**src/rtl/bin_stim_pkg.sv**
```systemverilog
// Shared encodings and LFSR step for the bin_counter stimulus sequencer.
// The state values are visible on the phase output, so they are fixed here.
package bin_stim_pkg;

    localparam logic [2:0] ST_IDLE = 3'd0;
    localparam logic [2:0] ST_LOAD = 3'd1;
    localparam logic [2:0] ST_UP   = 3'd2;
    localparam logic [2:0] ST_DOWN = 3'd3;
    localparam logic [2:0] ST_HOLD = 3'd4;
    localparam logic [2:0] ST_RAND = 3'd5;
    localparam logic [2:0] ST_DONE = 3'd6;

    localparam logic [15:0] LFSR_TAPS = 16'hB400;

    typedef enum logic [2:0] {
        S_IDLE = ST_IDLE,
        S_LOAD = ST_LOAD,
        S_UP   = ST_UP,
        S_DOWN = ST_DOWN,
        S_HOLD = ST_HOLD,
        S_RAND = ST_RAND,
        S_DONE = ST_DONE
    } state_e;

    // Galois form, right shift: fold the taps in when a 1 falls off the end.
    function automatic logic [15:0] lfsr_step(input logic [15:0] v);
        return (v >> 1) ^ (v[0] ? LFSR_TAPS : 16'h0000);
    endfunction

endpackage

```
**src/rtl/lfsr16.sv**
```systemverilog
// 16-bit Galois LFSR with synchronous reseed and a per-cycle advance enable.
// Reset and reload both return to the seed; reload beats advance.
module lfsr16 (
    input  logic        clk,
    input  logic        reset,
    input  logic        reload_i,
    input  logic        advance_i,
    input  logic [15:0] seed_i,
    output logic [15:0] value_o
);
    import bin_stim_pkg::*;

    logic [15:0] value_q, value_d;

    always_comb begin
        value_d = value_q;
        if (reload_i) begin
            value_d = seed_i;
        end else if (advance_i) begin
            value_d = lfsr_step(value_q);
        end
    end

    always_ff @(posedge clk) begin
        if (reset) begin
            value_q <= seed_i;
        end else begin
            value_q <= value_d;
        end
    end

    assign value_o = value_q;

endmodule

```
**src/rtl/bin_stim_gen.sv**
```systemverilog
// Stimulus sequencer for bin_counter: LOAD, UP, DOWN, HOLD, then LFSR-driven RAND, then DONE.
// Every output is a flop fed from the next state, so outputs match the phase they report.
module bin_stim_gen
    import bin_stim_pkg::*;
#(
    parameter int unsigned  N           = 3,
    parameter logic [N-1:0] LOAD_VAL    = N'(5),
    parameter int unsigned  UP_CYCLES   = 4,
    parameter int unsigned  DOWN_CYCLES = 2,
    parameter int unsigned  HOLD_CYCLES = 2,
    parameter int unsigned  RAND_CYCLES = 8,
    parameter logic [15:0]  SEED        = 16'hACE1
) (
    input  logic         clk,
    input  logic         reset,
    input  logic         start_i,
    input  logic         abort_i,
    output logic         load_o,
    output logic         a_o,
    output logic         b_o,
    output logic [N-1:0] d_o,
    output logic [2:0]   phase_o,
    output logic         busy_o,
    output logic         done_o
);

    if (N == 0 || N > 11) begin : g_bad_width
        $error("bin_stim_gen: N must be in 1..11");
    end
    if (UP_CYCLES > 65535 || DOWN_CYCLES > 65535 ||
        HOLD_CYCLES > 65535 || RAND_CYCLES > 65535) begin : g_bad_len
        $error("bin_stim_gen: phase lengths must fit the 16-bit phase counter");
    end

    // An all-zero seed would freeze the LFSR.
    localparam logic [15:0] SEED_EFF = (SEED == 16'h0000) ? 16'h0001 : SEED;

    // Successor of each phase with empty phases folded out, so no dead cycle appears.
    localparam state_e AFTER_HOLD = (RAND_CYCLES != 0) ? S_RAND : S_DONE;
    localparam state_e AFTER_DOWN = (HOLD_CYCLES != 0) ? S_HOLD : AFTER_HOLD;
    localparam state_e AFTER_UP   = (DOWN_CYCLES != 0) ? S_DOWN : AFTER_DOWN;
    localparam state_e AFTER_LOAD = (UP_CYCLES   != 0) ? S_UP   : AFTER_UP;

    state_e       state_q, state_d;
    logic [15:0]  cnt_q, cnt_d;
    logic [15:0]  len;
    logic         last;
    logic [15:0]  lfsr;
    logic         lfsr_adv;

    logic         load_q, load_d;
    logic         a_q, a_d;
    logic         b_q, b_d;
    logic [N-1:0] d_q, d_d;
    logic         busy_q, busy_d;
    logic         done_q, done_d;

    lfsr16 u_lfsr (
        .clk       (clk),
        .reset     (reset),
        .reload_i  (abort_i),
        .advance_i (lfsr_adv),
        .seed_i    (SEED_EFF),
        .value_o   (lfsr)
    );

    always_comb begin
        len = 16'd1;
        case (state_q)
            S_UP:    len = 16'(UP_CYCLES);
            S_DOWN:  len = 16'(DOWN_CYCLES);
            S_HOLD:  len = 16'(HOLD_CYCLES);
            S_RAND:  len = 16'(RAND_CYCLES);
            default: len = 16'd1;
        endcase
    end

    assign last = (cnt_q == len - 16'd1);

    always_comb begin
        state_d = state_q;
        case (state_q)
            S_IDLE, S_DONE: if (start_i) state_d = S_LOAD;
            S_LOAD:         state_d = AFTER_LOAD;
            S_UP:           if (last) state_d = AFTER_UP;
            S_DOWN:         if (last) state_d = AFTER_DOWN;
            S_HOLD:         if (last) state_d = AFTER_HOLD;
            S_RAND:         if (last) state_d = S_DONE;
            default:        state_d = S_IDLE;
        endcase
        if (abort_i) begin
            state_d = S_IDLE;
        end

        // Counter restarts on every phase entry and parks at zero while idle or done.
        cnt_d = cnt_q + 16'd1;
        if (state_d != state_q || state_d == S_IDLE || state_d == S_DONE) begin
            cnt_d = 16'd0;
        end
    end

    always_comb begin
        load_d   = 1'b0;
        a_d      = 1'b0;
        b_d      = 1'b0;
        d_d      = '0;
        busy_d   = 1'b1;
        done_d   = 1'b0;
        lfsr_adv = 1'b0;
        case (state_d)
            S_LOAD: begin
                load_d = 1'b1;
                d_d    = LOAD_VAL;
            end
            S_UP: begin
                a_d = 1'b1;
                b_d = 1'b1;
            end
            S_DOWN: a_d = 1'b1;
            S_HOLD: ;
            S_RAND: begin
                // Outputs take the current value while the LFSR steps on the same edge.
                load_d   = (lfsr[2:0] == 3'b000);
                a_d      = lfsr[3];
                b_d      = lfsr[4];
                d_d      = lfsr[N+4:5];
                lfsr_adv = 1'b1;
            end
            S_DONE: begin
                busy_d = 1'b0;
                done_d = 1'b1;
            end
            default: busy_d = 1'b0;
        endcase
    end

    always_ff @(posedge clk) begin
        if (reset) begin
            state_q <= S_IDLE;
            cnt_q   <= 16'd0;
            load_q  <= 1'b0;
            a_q     <= 1'b0;
            b_q     <= 1'b0;
            d_q     <= '0;
            busy_q  <= 1'b0;
            done_q  <= 1'b0;
        end else begin
            state_q <= state_d;
            cnt_q   <= cnt_d;
            load_q  <= load_d;
            a_q     <= a_d;
            b_q     <= b_d;
            d_q     <= d_d;
            busy_q  <= busy_d;
            done_q  <= done_d;
        end
    end

    // Upper LFSR bits only feed d when N is wide.
    logic unused_lfsr;
    assign unused_lfsr = ^lfsr;

    assign load_o  = load_q;
    assign a_o     = a_q;
    assign b_o     = b_q;
    assign d_o     = d_q;
    assign phase_o = state_q;
    assign busy_o  = busy_q;
    assign done_o  = done_q;

endmodule
```
**config.mk**
```make
export PLATFORM = sky130hd
export DESIGN_NAME = bin_stim_gen
export DESIGN_NICKNAME = d
export VERILOG_FILES = /design/src/rtl/bin_stim_pkg.sv /design/src/rtl/lfsr16.sv /design/src/rtl/bin_stim_gen.sv
export SDC_FILE = /design/constraint.sdc
export NUM_CORES = 1
export LEC_CHECK = 0
export ABC_AREA = 1
export BUFFER_PORTS_ARGS = -buffer_cell sky130_fd_sc_hd__buf_4
export CORE_UTILIZATION = 55
export CTS_CLUSTER_SIZE = 16
export DETAILED_ROUTE_END_ITERATION = 7
export PLACE_DENSITY = 0.74
export SLEW_MARGIN = 20
export SYNTH_ARGS = -nofsm -noshare
export SYNTH_HDL_FRONTEND = slang
export SYNTH_SLANG_ARGS = --single-unit
```
**constraint.sdc**
```tcl
create_clock -name clk -period 2.9 [get_ports clk]
set_input_delay 0.58 -clock clk [delete_from_list [all_inputs] [get_ports clk]]
set_output_delay 0.58 -clock clk [all_outputs]
set_load 0.05 [all_outputs]
```
==> impl_metrics.prom <==
# TYPE chip_impl_metric gauge
chip_impl_metric{name="syn_inst",unit=""} 260
chip_impl_metric{name="final_layout_size_suffix_gt1_frac",unit=""} 0.196
chip_impl_metric{name="avgRoutedWirePerCell",unit="µm"} 10.5
chip_impl_metric{name="post-route-period-util",unit=""} 0.908
chip_impl_metric{name="total_power",unit="W"} 0.00114
chip_impl_metric{name="critical-path-max-stage-delay",unit="ns"} 0.47
chip_impl_metric{name="number_of_global_route_vias_before_repair",unit=""} 1394
chip_impl_metric{name="syn-num-nets",unit=""} 266
chip_impl_info{name="crit_path_top_delay_cell",value="sky130_fd_sc_hd__dfxtp_1"} 1
chip_impl_metric{name="height_of_the_die",unit="µm"} 62.0
chip_impl_metric{name="sum_of_net_half_perimeters_after_detailed_placement",unit="µm"} 2520
chip_impl_metric{name="path_depth",unit=""} 16
chip_impl_metric{name="antenna_cells_inserted",unit=""} 0
chip_impl_metric{name="drc",unit=""} 0
chip_impl_metric{name="boundaryPins",unit=""} 15
chip_impl_info{name="critPathCaptureType",value="flop"} 1
chip_impl_metric{name="final_nets",unit=""} 285
chip_impl_info{name="min_path_type",value="input port to flop"} 1
chip_impl_info{name="worstSetupStartpointType",value="flop"} 1
chip_impl_metric{name="leakage",unit="nW"} 0.938
chip_impl_metric{name="reg2regPathDepth",unit=""} 16
chip_impl_metric{name="yosys_warnings",unit=""} 0
chip_impl_metric{name="ctsHoldBuffers",unit=""} 0
chip_impl_metric{name="dieWidth",unit="µm"} 62.0
chip_impl_metric{name="slew_headroom",unit=""} 0.760
chip_impl_metric{name="fin_crit",unit="ns"} 2.63
chip_impl_metric{name="drt_pass1_iterations",unit=""} 4
chip_impl_metric{name="combinational_power_share",unit=""} 0.073
chip_impl_metric{name="total_die_area",unit="mm²"} 0.00384
chip_impl_metric{name="hold_viol_final",unit=""} 0
chip_impl_info{name="clk_root_buffer_cell",value="sky130_fd_sc_hd__clkbuf_4"} 1
chip_impl_metric{name="power_density",unit="mW/mm²"} 506
chip_impl_metric{name="worstPathMaxFanout",unit=""} 16
chip_impl_info{name="worst_path_cell_trace",value="inv_2 -> ha_1 -> inv_1 -> o21ai_0 -> nor2_1 -> nand2_1 -> nor2_1 -> nand3_1 -> nand2_2 -> nand2_2 -> inv_1 -> nand3_1 -> nand2_1 -> nor2_2 -> nand2_4 -> nor2_1"} 1
chip_impl_metric{name="cts.path.max_buffers",unit=""} 2
chip_impl_metric{name="start_util",unit=""} 0.584
chip_impl_metric{name="clock_insertion_delay_worst_skew",unit="ns"} 0.35
chip_impl_metric{name="count_of_cell_types_in_the_netlist",unit=""} 25
chip_impl_metric{name="cts-htree-levels",unit=""} 2
chip_impl_metric{name="coreArea",unit="mm²"} 0.00339
chip_impl_metric{name="grt.total_usage",unit=""} 0.208
chip_impl_info{name="synth.largest_area_cell",value="sky130_fd_sc_hd__dfxtp_1"} 1
chip_impl_info{name="critical-path-top-delay-family",value="simple AND/OR/NAND/NOR gates"} 1
chip_impl_info{name="path_type_of_the_worst_setup_path",value="flop to flop"} 1
chip_impl_metric{name="fin_util",unit=""} 0.663
chip_impl_metric{name="max_cap_viol_count",unit=""} 0
chip_impl_metric{name="synth.ff_latch_count",unit=""} 43
chip_impl_metric{name="synthToLayoutAreaGrowth",unit="%"} 13.5
chip_impl_metric{name="max_slew.worst_pin.slew",unit="ns"} 0.358
chip_impl_metric{name="internal_power",unit="W"} 0.000890
chip_impl_info{name="setup_repair_after_global_routing_missed_its_margin",value="no"} 1
chip_impl_metric{name="switchingPower",unit="W"} 0.000246
chip_impl_metric{name="worstHoldPathCells",unit=""} 2
chip_impl_metric{name="netlist_area_before_placement",unit="mm²"} 0.00198
chip_impl_info{name="critPathMostFrequentCell",value="sky130_fd_sc_hd__nor2_1"} 1
chip_impl_metric{name="vdd.ir_drop.worst",unit="mV"} 0.524
chip_impl_metric{name="power_frac_seq",unit=""} 0.528
chip_impl_info{name="synth.area.top_cells",value="sky130_fd_sc_hd__dfxtp_1 43%, sky130_fd_sc_hd__nor2_1 8.9%, sky130_fd_sc_hd__nand2_1 7.8%"} 1
chip_impl_metric{name="timing.fmax",unit="GHz"} 0.380
chip_impl_metric{name="tritoncts.num_buffers",unit=""} 5
chip_impl_metric{name="cts.reportedPaths.clkPinSlew",unit="ns"} 0.12
chip_impl_metric{name="port_buffers",unit=""} 14
chip_impl_metric{name="finClkSkew",unit="ns"} 0.0113
chip_impl_metric{name="timing.final.max_slew_violations",unit=""} 0
chip_impl_metric{name="swShare",unit=""} 0.216
chip_impl_metric{name="setup_viol",unit=""} 0
chip_impl_info{name="status",value="complete, no violations"} 1
chip_impl_metric{name="synth_largest_type_area_fraction",unit=""} 0.435
chip_impl_metric{name="required",unit="ns"} 3.14
chip_impl_metric{name="leftover_overflow_at_the_end_of_global_routing",unit=""} 0
chip_impl_metric{name="fp-row-count",unit=""} 21
chip_impl_metric{name="first_iter_violations",unit=""} 156
chip_impl_metric{name="vias",unit=""} 1608
chip_impl_metric{name="avgViaCountPerCell",unit=""} 4.93
chip_impl_metric{name="final_setup_tns",unit="ns"} 0
chip_impl_metric{name="antenna_found_initial",unit=""} 0
chip_impl_metric{name="synthesis.area_per_instance",unit="µm²"} 7.61
chip_impl_metric{name="drt_total_wl",unit="µm"} 3420
chip_impl_metric{name="clock_power_share",unit=""} 0.398
chip_impl_metric{name="n_fill_cell",unit=""} 302
chip_impl_metric{name="grt_pass1_wl",unit="µm"} 5780
chip_impl_metric{name="place.gp.congestion",unit=""} 0.910
chip_impl_metric{name="synth-seq-area-share",unit=""} 0.435
chip_impl_info{name="tritoncts_clock_tree",value="done"} 1
chip_impl_metric{name="worst-path-buf-inv",unit=""} 3
chip_impl_metric{name="timing.critical_path.arrival",unit="ns"} 2.87
chip_impl_metric{name="cts.sinks",unit=""} 43
chip_impl_metric{name="timing.hold.ws",unit="ns"} 0.476
chip_impl_metric{name="drt_antenna_net_count",unit=""} 0
chip_impl_metric{name="grt_max_degree",unit=""} 19
-- power by group through the flow --
stage,Sequential (W),Clock [W],Combinational (W)
after global placement,0.000613,0,0.0000816
after floorplan,0.000630,0,0.0000450
after CTS,0.000600,0.000461,0.0000818
final,0.000600,0.000452,0.0000835
after detailed placement,0.000614,0,0.0000815
after global routing,0.000602,0.000479,0.0000920
-- cells by family after synthesis --
| kind of cell | count (synthesis) | synth area share |
|---|---|---|
| and+or+nand+nor | 143 | 0.344 |
| DFF | 43 | 0.435 |
| buffers and inverters | 29 | 0.0632 |
| AOI/OAI and AO/OA | 26 | 0.0702 |
| xor gates and xnor gates | 17 | 0.0752 |
| adders and majority gates | 2 | 0.0126 |
-- worst reg2reg max path, delay by kind of cell (launching register included) --
family                     cells  cell delay, ns
and+or+nand+nor               11            1.27
adders and majority gates      1            0.32
DFF                            1            0.47
AOI/OAI and AO/OA              1            0.09
buffers and inverters          3            0.38
-- layout by cell type, fill, tap and decap left out, types with 3 or more instances in the layout --
master                     synthesis  routed
sky130_fd_sc_hd__nor2_1           47      47
sky130_fd_sc_hd__o21ai_0          11      10
sky130_fd_sc_hd__buf_4             0      18
sky130_fd_sc_hd__a21oi_1          12      12
sky130_fd_sc_hd__nand2_1          41      41
sky130_fd_sc_hd__dfxtp_1          43      43
sky130_fd_sc_hd__nand4_1           3       3
sky130_fd_sc_hd__nand2_2           7       6
sky130_fd_sc_hd__nand3_1          23      23
sky130_fd_sc_hd__xor2_1           11      11
sky130_fd_sc_hd__xnor2_1           6       6
sky130_fd_sc_hd__inv_1            19      19
sky130_fd_sc_hd__nor2_2           12      12
sky130_fd_sc_hd__clkbuf_4          0       5
sky130_fd_sc_hd__inv_2             4       4
sky130_fd_sc_hd__nor3_1            3       3
-- metal layers --
layer / up-vias / routed length (µm) / track usage
met2: 27 / 1520 / 0.328
met5: - / 0 / 0
met4: 0 / 61 / 0.0762
met1: 705 / 1680 / 0.262
li1: 868 / - / -
met3: 8 / 150 / 0.0745
-- Yosys cell counts, drive strengths merged --
| master | count |
|---|---|
| o21ai | 11 |
| a21oi | 13 |
| nand2 | 49 |
| clkbuf | 3 |
| buf | 3 |
| ha | 2 |
| nand3 | 27 |
| inv | 23 |
| nand4 | 3 |
| nor2 | 59 |
| dfxtp | 43 |
| xnor2 | 6 |
| a211oi | 2 |
| nand3b | 1 |
| xor2 | 11 |
| nor3 | 4 |
-- path summary, 6_finish.rpt --
path                      from           endpoint  slack, ns
max                 phase_o[1]           cnt_q[2]       0.27
max reg2reg         phase_o[1]           cnt_q[2]       0.27
min                      reset             d_o[2]       0.48
min reg2reg  u_lfsr.value_o[8]  u_lfsr.value_o[7]       0.48
-- sequential cells by signal, summed over array words and instances, names as in the netlist --
signal / cells
b_o: 1
phase_o: 3
a_o: 1
busy_o: 1
done_o: 1
d_o: 3
u_lfsr.value_o: 16
cnt_q: 16
load_o: 1
-- layout make-up --
class                      instances  area (µm²)  share of cell area
multi-input combinational        188        1010               0.448
sequential                        43         861               0.383
timing repair buffer              18         135              0.0601
inverter                          23        86.3              0.0384
clock inverter                     2        60.1              0.0267
tap                               46        57.6              0.0256
clock buffer                       6        41.3              0.0184
-- metrics by stage --
step | area [µm²] | setup slack, ns | cells
after floorplan | 1980 | 0.187 | 260
after global placement | 2130 | 0.288 | 318
after detailed placement | 2130 | 0.198 | 318
after CTS | 2230 | 0.172 | 326
after global routing | 2250 | 0.00917 | 326
final | 2250 | 0.266 | 326
-- what timing repair did --
action | 4_1_cts | 5_1_grt
gates resized for setup | 0 | 3
setup endpoints to repair | 0 | 19
hold endpoints to repair | 0 | 0
setup buffers | 0 | 0
Note: power is estimated with default switching activity, not from simulation.
